## config.mk

```make
export PLATFORM = sky130hd
export DESIGN_NAME = stream_arbiter
export DESIGN_NICKNAME = d
export VERILOG_FILES = /design/src/rtl/stream_arb_pkg.sv /design/src/rtl/rr_pick.sv /design/src/rtl/stream_arbiter.sv
export SDC_FILE = /design/constraint.sdc
export NUM_CORES = 1
export LEC_CHECK = 0
export BUFFER_PORTS_ARGS = -buffer_cell sky130_fd_sc_hd__clkbuf_2
export CELL_PAD_IN_SITES_DETAIL_PLACEMENT = 2
export CELL_PAD_IN_SITES_GLOBAL_PLACEMENT = 2
export CORE_MARGIN = 1.5
export CORE_UTILIZATION = 27
export CTS_CLUSTER_DIAMETER = 50
export DETAILED_ROUTE_END_ITERATION = 8
export MAX_ROUTING_LAYER = met4
export PLACE_DENSITY_LB_ADDON = 0.1
export SETUP_SLACK_MARGIN = 0.15
export SLEW_MARGIN = 20
export SYNTH_ARGS = -nofsm -noshare
export SYNTH_HDL_FRONTEND = slang
export SYNTH_SLANG_ARGS = --single-unit
```

## constraint.sdc

```tcl
create_clock -name clk -period 4 [get_ports clk]
set_input_delay 0.6 -clock clk [delete_from_list [all_inputs] [get_ports clk]]
set_output_delay 0.6 -clock clk [all_outputs]
set_load 0.01 [all_outputs]
```

## src/rtl/stream_arb_pkg.sv

```systemverilog
// Shared types and default constants for the stream arbiter.
package stream_arb_pkg;

    localparam int unsigned DefaultN  = 4;
    localparam int unsigned DefaultDw = 8;
    localparam int unsigned DefaultCw = 16;

    typedef enum logic {
        IDLE  = 1'b0,
        GRANT = 1'b1
    } arb_state_e;

    // Index width for an n-entry vector; never below one bit.
    function automatic int unsigned idx_width(input int unsigned n);
        return (n > 1) ? $clog2(n) : 1;
    endfunction

endpackage

```

## src/rtl/rr_pick.sv

```systemverilog
// Combinational round-robin search: first request at or after i_ptr, wrapping.
module rr_pick
    import stream_arb_pkg::*;
#(
    parameter  int unsigned N   = DefaultN,
    localparam int unsigned IW  = idx_width(N),
    localparam int unsigned IW1 = IW + 1
) (
    input  logic [N-1:0]  i_req,
    input  logic [IW-1:0] i_ptr,
    output logic [N-1:0]  o_onehot,
    output logic [IW-1:0] o_idx,
    output logic          o_found
);

    logic [IW:0]   w_sum;
    logic [IW-1:0] w_cand;

    // Walk candidates ptr, ptr+1, ... modulo N and keep the first requester
    always_comb begin
        o_onehot = '0;
        o_idx    = '0;
        o_found  = 1'b0;
        w_sum    = '0;
        w_cand   = '0;
        for (int k = 0; k < int'(N); k++) begin
            w_sum = {1'b0, i_ptr} + IW1'(k);
            if (w_sum >= IW1'(N)) begin
                w_sum = w_sum - IW1'(N);
            end
            w_cand = w_sum[IW-1:0];
            if (!o_found && i_req[w_cand]) begin
                o_found          = 1'b1;
                o_idx            = w_cand;
                o_onehot[w_cand] = 1'b1;
            end
        end
    end

endmodule

```

## src/rtl/stream_arbiter.sv

```systemverilog
// Packet-locked round-robin stream arbiter merging N sources into one stream.
// Optional per-source completed-packet counters: define STREAM_ARB_STATS_EN.
module stream_arbiter
    import stream_arb_pkg::*;
#(
    parameter int unsigned N  = DefaultN,
    parameter int unsigned DW = DefaultDw,
    parameter int unsigned CW = DefaultCw
) (
    input  logic            clk,
    input  logic            rst_n,
    input  logic [N*DW-1:0] s_data,
    input  logic [N-1:0]    s_valid,
    input  logic [N-1:0]    s_last,
    output logic [N-1:0]    s_ready,
    output logic [DW-1:0]   m_data,
    output logic            m_valid,
    output logic            m_last,
    input  logic            m_ready,
    output logic [N-1:0]    grant,
    output logic            busy
`ifdef STREAM_ARB_STATS_EN
    ,
    output logic [N*CW-1:0] pkt_count
`endif
);

    localparam int unsigned IW = idx_width(N);

    if (N < 2 || N > 16 || DW < 1 || CW < 1) begin : g_param_check
        $error("stream_arbiter: unsupported parameter values");
    end

    arb_state_e    r_state, w_state_next;
    logic [IW-1:0] r_ptr, w_ptr_next;
    logic [IW-1:0] r_sel, w_sel_next;
    logic [N-1:0]  r_grant, w_grant_next;

    logic [N-1:0]  w_pick_onehot;
    logic [IW-1:0] w_pick_idx;
    logic          w_pick_found;
    logic          w_xfer;
    logic          w_done;

    rr_pick #(
        .N (N)
    ) u_rr_pick (
        .i_req    (s_valid),
        .i_ptr    (r_ptr),
        .o_onehot (w_pick_onehot),
        .o_idx    (w_pick_idx),
        .o_found  (w_pick_found)
    );

    assign grant = r_grant;

    // Arbitration state, owner and round-robin pointer
    always_ff @(posedge clk or negedge rst_n) begin
        if (!rst_n) begin
            r_state <= IDLE;
            r_ptr   <= '0;
            r_sel   <= '0;
            r_grant <= '0;
        end else begin
            r_state <= w_state_next;
            r_ptr   <= w_ptr_next;
            r_sel   <= w_sel_next;
            r_grant <= w_grant_next;
        end
    end

    // Next-state decode and pass-through of the owning source
    always_comb begin
        w_state_next = r_state;
        w_ptr_next   = r_ptr;
        w_sel_next   = r_sel;
        w_grant_next = r_grant;
        m_data       = '0;
        m_valid      = 1'b0;
        m_last       = 1'b0;
        s_ready      = '0;
        busy         = 1'b0;
        w_xfer       = 1'b0;
        w_done       = 1'b0;
        unique case (r_state)
            IDLE: begin
                // Winner is latched here, so a later drop of its valid keeps the grant
                if (w_pick_found) begin
                    w_state_next = GRANT;
                    w_sel_next   = w_pick_idx;
                    w_grant_next = w_pick_onehot;
                end
            end
            GRANT: begin
                busy    = 1'b1;
                m_data  = s_data[int'(r_sel) * int'(DW) +: DW];
                m_valid = s_valid[r_sel];
                m_last  = s_last[r_sel];
                s_ready = r_grant & {N{m_ready}};
                w_xfer  = m_valid & m_ready;
                w_done  = w_xfer & m_last;
                // Only a transferred last beat releases the lock
                if (w_done) begin
                    w_state_next = IDLE;
                    w_grant_next = '0;
                    w_ptr_next   = (r_sel == IW'(N - 1)) ? '0 : r_sel + 1'b1;
                end
            end
            default: begin
                w_state_next = IDLE;
            end
        endcase
    end

`ifdef STREAM_ARB_STATS_EN
    logic [CW-1:0] r_pkt_cnt [N];

    // Completed-packet counters; wrap naturally at 2^CW
    always_ff @(posedge clk or negedge rst_n) begin
        if (!rst_n) begin
            for (int i = 0; i < int'(N); i++) begin
                r_pkt_cnt[i] <= '0;
            end
        end else if (w_done) begin
            r_pkt_cnt[r_sel] <= r_pkt_cnt[r_sel] + 1'b1;
        end
    end

    for (genvar g = 0; g < int'(N); g++) begin : g_pkt_count
        assign pkt_count[g*CW +: CW] = r_pkt_cnt[g];
    end
`endif

endmodule

```

Yosys cells after proc, flatten, opt, wreduce, memory -nomap -nowiden. Index checks and enable logic that the tools add are counted.

$mul: 0. Bitwise operators: 7. Add/subtract/negate cells: 8. Muxes and demuxes: 48. Magnitude comparators: 13. Shift operators: 1. Equality and inequality tests: 3. Reduce and logical (&&, ||, !) cells: 13. Divide/modulo/power cells: 0.

Operators with widths (count): indexed part select 32 x 6 -> 8 bit (1); 2-to-1 mux 4 bit (7); 2-to-1 mux 1 bit (19); 2-to-1 mux 2 bit (9); < comparator 2 x 3 -> 1 bit (second input constant) (5); binary-select mux 1 bit (select 2 bit) (6); bitwise OR 4 bit (3); >= comparator 3 bit (second input constant) (3); demux 1 bit (select 2 bit) (4); >= comparator 2 x 1 -> 1 bit (second input constant) (4); 2-to-1 mux 8 bit (1); case mux 4 bit (2 select lines) (1); subtractor 2 x 1 -> 2 bit (second input constant) (4); logical AND 1 bit (7); adder 2 x 2 -> 3 bit (second input constant) (2); AND reduction 2 bit (3); bitwise AND 4 bit (1); != test 2 x 1 -> 1 bit (second input constant) (2); adder 2 x 1 -> 3 bit (second input constant) (1); >= comparator 2 x 3 -> 1 bit (second input constant) (1); logical NOT 1 bit (3); adder 2 x 1 -> 2 bit (second input constant) (1); bitwise AND 1 bit (2); equality test 2 bit (second input constant) (1); other kinds (2) (2).

Bits in registers: 9. Input bits: 43. Bits in read-only memories: 0. Output and inout bits: 19. Latch bits: 0. Bits in writable memories: 0. Memories kept: 0.

Longest topological paths before layout.
Depth in word-level cells: 16. Mapped depth: 9.

Hierarchy. From an unflattened synthesis, not the netlist that was laid out.

Cell total of the unflattened synthesis: 115. Area, all modules: 1159.9 um^2.

Modules (own cells, without submodules): stream_arbiter (seq. area each 225.2 um^2, instances 1, area each 740.7 um^2, cells an instance 70); rr_pick (seq. area each 0.0 um^2, instances 1, area each 419.2 um^2, cells an instance 45).

Least setup slack after synthesis. OpenSTA, ideal clock, no wires.

Kind: reg2reg. From: register r_ptr[0]. To: register r_grant[0], in the netlist grant[0]. Buffers on the path: 2. Stages on the path, launching flop included: 10. Path slack: 1.657 ns. Arrival: 2.266 ns. Period minus slack after synthesis: 2.343 ns. Cell sequence: dfrtp_1 buf_6 inv_1 ha_1 mux4_2 or3_1 buf_6 o21ai_4 nand3_1 o21ai_1.

Longest elaborated chain between the ends: 16.

Ends and longest elaborated chain: from (decl) (line stream_arbiter.sv:35) `logic [IW-1:0] r_ptr, w_ptr_next;`; from (signal assigned) (line stream_arbiter.sv:66) `r_ptr <= w_ptr_next;`; branches (longest 16 deep; another with adder 2 x 1 -> 3 bit); to (signal assigned) (line stream_arbiter.sv:68) `r_grant <= w_grant_next;`; to (decl) (line stream_arbiter.sv:37) `logic [N-1:0] r_grant, w_grant_next;`.

Parallel ways; which one is timed is not known. The select of a mux whose other input is x is not followed. A chain may end at the register's enable or synchronous reset.

Worst setup path in the final report.
From: register r_ptr[0]. To: register r_grant[1], in the netlist grant[1].

The elaborated chain is that of the path after synthesis.

==> impl_metrics.json <==
{
  "status": "completed",
  "r2r-end": "grant[1]$_DFFE_PN0P_",
  "dp_worst_setup_slack_ns": 1.172,
  "holdWs_ns": 0.2216,
  "multi_input_area_um2": 847.1,
  "swShare": 0.4593,
  "pin_count": 62,
  "r2r_slack_ns": 1.18,
  "path_buf_inv": 1,
  "max_freq_mhz": 354.4,
  "grt_pass1_wl_um": 5554,
  "worstSetupEndpointType": "register",
  "syn_avg_cell_area_um2": 10.91,
  "grtUsageTotal": 0.1652,
  "synth_common_cells": "14 x mux4_2, 10 x and2_1, 9 x dfrtp_1, 9 x ha_1, 6 x o21ai_1",
  "post-route-min-period_ns": 2.821,
  "ys_top_cells_by_area": "mux4_2 28%, dfrtp_1 20%, ha_1 10%, and2_1 5.6%, a221o_2 4.0%",
  "p_leak_nw": 0.7212,
  "n_antenna_cell": 0,
  "start_kind": "register",
  "skew_ns": 0.004766,
  "viasPerCell": 5.259,
  "final_hold_viol_count": 0,
  "wl_per_cell_um": 16.68,
  "drcViolationCount": 0,
  "worst-setup-path-type": "reg2reg",
  "yosysMostFrequentCell": "mux4_2",
  "ff2ff_path_depth": 7,
  "max_cap_violations": 0,
  "worstPathArrival_ns": 2.98,
  "start_util": 0.2809,
  "rsz0062_at_grt": "false",
  "pwr-share-seq": 0.229,
  "max_slew_margin": 0.5476,
  "cts-root-buf": "clkbuf_8",
  "synth_area_mm2": 0.001124,
  "dp_hpwl_um": 2983,
  "ir_worst_vdd_mv": 0.2924,
  "layout-drive-gt1-share": 0.5432,
  "area_delta_synth_final_pct": 33.30,
  "antenna_found_initial": 0,
  "timing.final.ws_setup_ns": 1.179,
  "power_density_mw_per_mm2": 689.1,
  "synthArstFlopShare": 1.000,
  "firstDrtPassIters": 4,
  "grt_pass1_vias": 1150,
  "synth_cell_types": 33,
  "critical_path.top_delay_family": "flip-flops",
  "vias": 1115,
  "yosys.area.top_type": "mux4_2",
  "cts_setup_buffers": 0,
  "port_buffers": 61,
  "syn_inst": 103,
  "critPathMaxFanout": 15,
  "fillers": 443,
  "internal_power_w": 0.0005581,
  "synth-seq-area-share": 0.2004,
  "synth_edf_count": 0,
  "fp.dieW_um": 67.51,
  "core_area_mm2": 0.004000,
  "die-area_mm2": 0.004558,
  "drtIter0Drc": 19,
  "p_comb_frac": 0.666,
  "cts_made_buffers": 3,
  "cp.required_ns": 4.16,
  "yosys_warnings": 0,
  "clock_power_share": 0.105,
  "gp_congestion": 0.7823,
  "synth_top_area_frac": 0.2806,
  "slew_viol_final": 0,
  "cts_resized": 0,
  "worst_pin_slew_ns": 0.6786,
  "die_h_um": 67.51,
  "cp_cell_sequence": "inv_1 -> ha_1 -> mux4_2 -> or3_1 -> o21ai_4 -> nand3_1 -> o21ai_1",
  "fin_crit_sh": 0.7053,
  "regArea_um2": 225.2,
  "slowest_delay_ns": 0.72,
  "synthFlopType": "dfrtp_1",
  "slowest_stage": "dfrtp_1",
  "min_path_type": "in2async",
  "syn_nets": 155,
  "finalSetupViolCount": 0,
  "switchingPower_w": 0.0004740,
  "holdBufCountCts": 0,
  "cts_tree": "built",
  "finalNetCount": 215,
  "clk_pin_slew_ns": 0.05,
  "dpl_cell_area_mm2": 0.001451,
  "grt_max_degree": 19,
  "stdcell_area_mm2": 0.001498,
  "overflow": 0,
  "worstReg2RegStart": "r_ptr[0]$_DFFE_PN0P_",
  "worstSkewPairLatency_ns": 0.24,
  "cts_buffer_depth": 2,
  "final.setup.tns_ns": 0,
  "num_rows": 23,
  "ys_ff_latch": 9,
  "ant_nets": 0,
  "drt-total-wl_um": 3536,
  "htreeDepth": 1,
  "cts_sinks": 9
}
==> area by class of cell <==
class	instances	area share
multi-input combinational	85	0.5656
timing repair buffer	61	0.2038
sequential	9	0.1504
tap	50	0.04177
clock buffer	3	0.02757
inverter	3	0.007519
clock inverter	1	0.003342
==> sequential cells by signal (all words and copies together), names as in the netlist <==
register  cells
grant         4
r_sel         2
r_state       1
r_ptr         2
==> cells by family (layout without fill, tap and decap cells) <==
kind of cell | Yosys count | count (layout) | synth area share
AOI/OAI and AO/OA | 23 | 23 | 0.1604
xor gates and xnor gates | 1 | 1 | 0.007797
adders and majority gates | 9 | 9 | 0.1002
buffers and inverters | 9 | 68 | 0.04565
DFF | 9 | 9 | 0.2004
muxes | 17 | 17 | 0.3096
and+or+nand+nor | 35 | 35 | 0.1759
==> power groups by stage <==
stage / clock network (W) / logic (W) / registers (W)
after floorplan: 0 / 0.000562 / 0.000181
after global placement: 0 / 0.000681 / 0.000240
after detailed placement: 0 / 0.000698 / 0.000244
after CTS: 0.000112 / 0.000700 / 0.000243
after global routing: 0.000117 / 0.000767 / 0.000256
final: 0.000109 / 0.000687 / 0.000237
==> layer usage <==
| layer | wire (um) | GRT usage | up-vias |
|---|---|---|---|
| met5 | 0 | - | - |
| met4 | 19 | 0.05357 | 0 |
| met3 | 273 | 0.01833 | 2 |
| met2 | 1814 | 0.2904 | 41 |
| met1 | 1429 | 0.1961 | 551 |
| li1 | - | - | 521 |
==> worst max path at each step <==
stage | start | end | slack [ns] | cells after the start
global placement | r_ptr[0]$_DFFE_PN0P_ | grant[0]$_DFFE_PN0P_ | 1.32 | 7
detailed placement | r_ptr[0]$_DFFE_PN0P_ | grant[1]$_DFFE_PN0P_ | 1.17 | 7
floorplan | r_ptr[0]$_DFFE_PN0P_ | grant[0]$_DFFE_PN0P_ | 1.66 | 9
CTS | r_ptr[0]$_DFFE_PN0P_ | grant[1]$_DFFE_PN0P_ | 1.15 | 7
global route | r_ptr[0]$_DFFE_PN0P_ | grant[3]$_DFFE_PN0P_ | 0.93 | 7
finish | r_ptr[0]$_DFFE_PN0P_ | grant[1]$_DFFE_PN0P_ | 1.18 | 7
==> layout by cell type (no fill, tap or decap), types with 2 or more instances in the layout <==
cell type   n
inv_1       3
ha_1        9
nand3_1     4
nor2_1      3
mux2_2      2
o21ai_1     6
clkbuf_8    3
nand2_1     4
a21oi_1     2
dfrtp_1     9
nand2b_1    4
and3_1      4
mux4_2     14
a22oi_1     5
and2_1     10
a221o_2     4
clkbuf_2   61
==> stage by stage <==
step / utilization / total power, W / std cells
global route: 0.3744 / 0.001140 / 212
global placement: 0.3628 / 0.0009210 / 208
detailed placement: 0.3628 / 0.0009416 / 208
finish: 0.3744 / 0.001032 / 212
floorplan: - / 0.0007432 / 103
CTS: 0.3744 / 0.001055 / 212
==> worst register-to-register path: cells and delay by family, from the launching register on <==
kind,cells,cell delay (ns)
compound gates,2,0.41
simple gates,2,0.58
fa+ha+maj,1,0.42
buf+inv,1,0.20
mux,1,0.41
flops,1,0.72
Power figures use the tool's default switching activity.
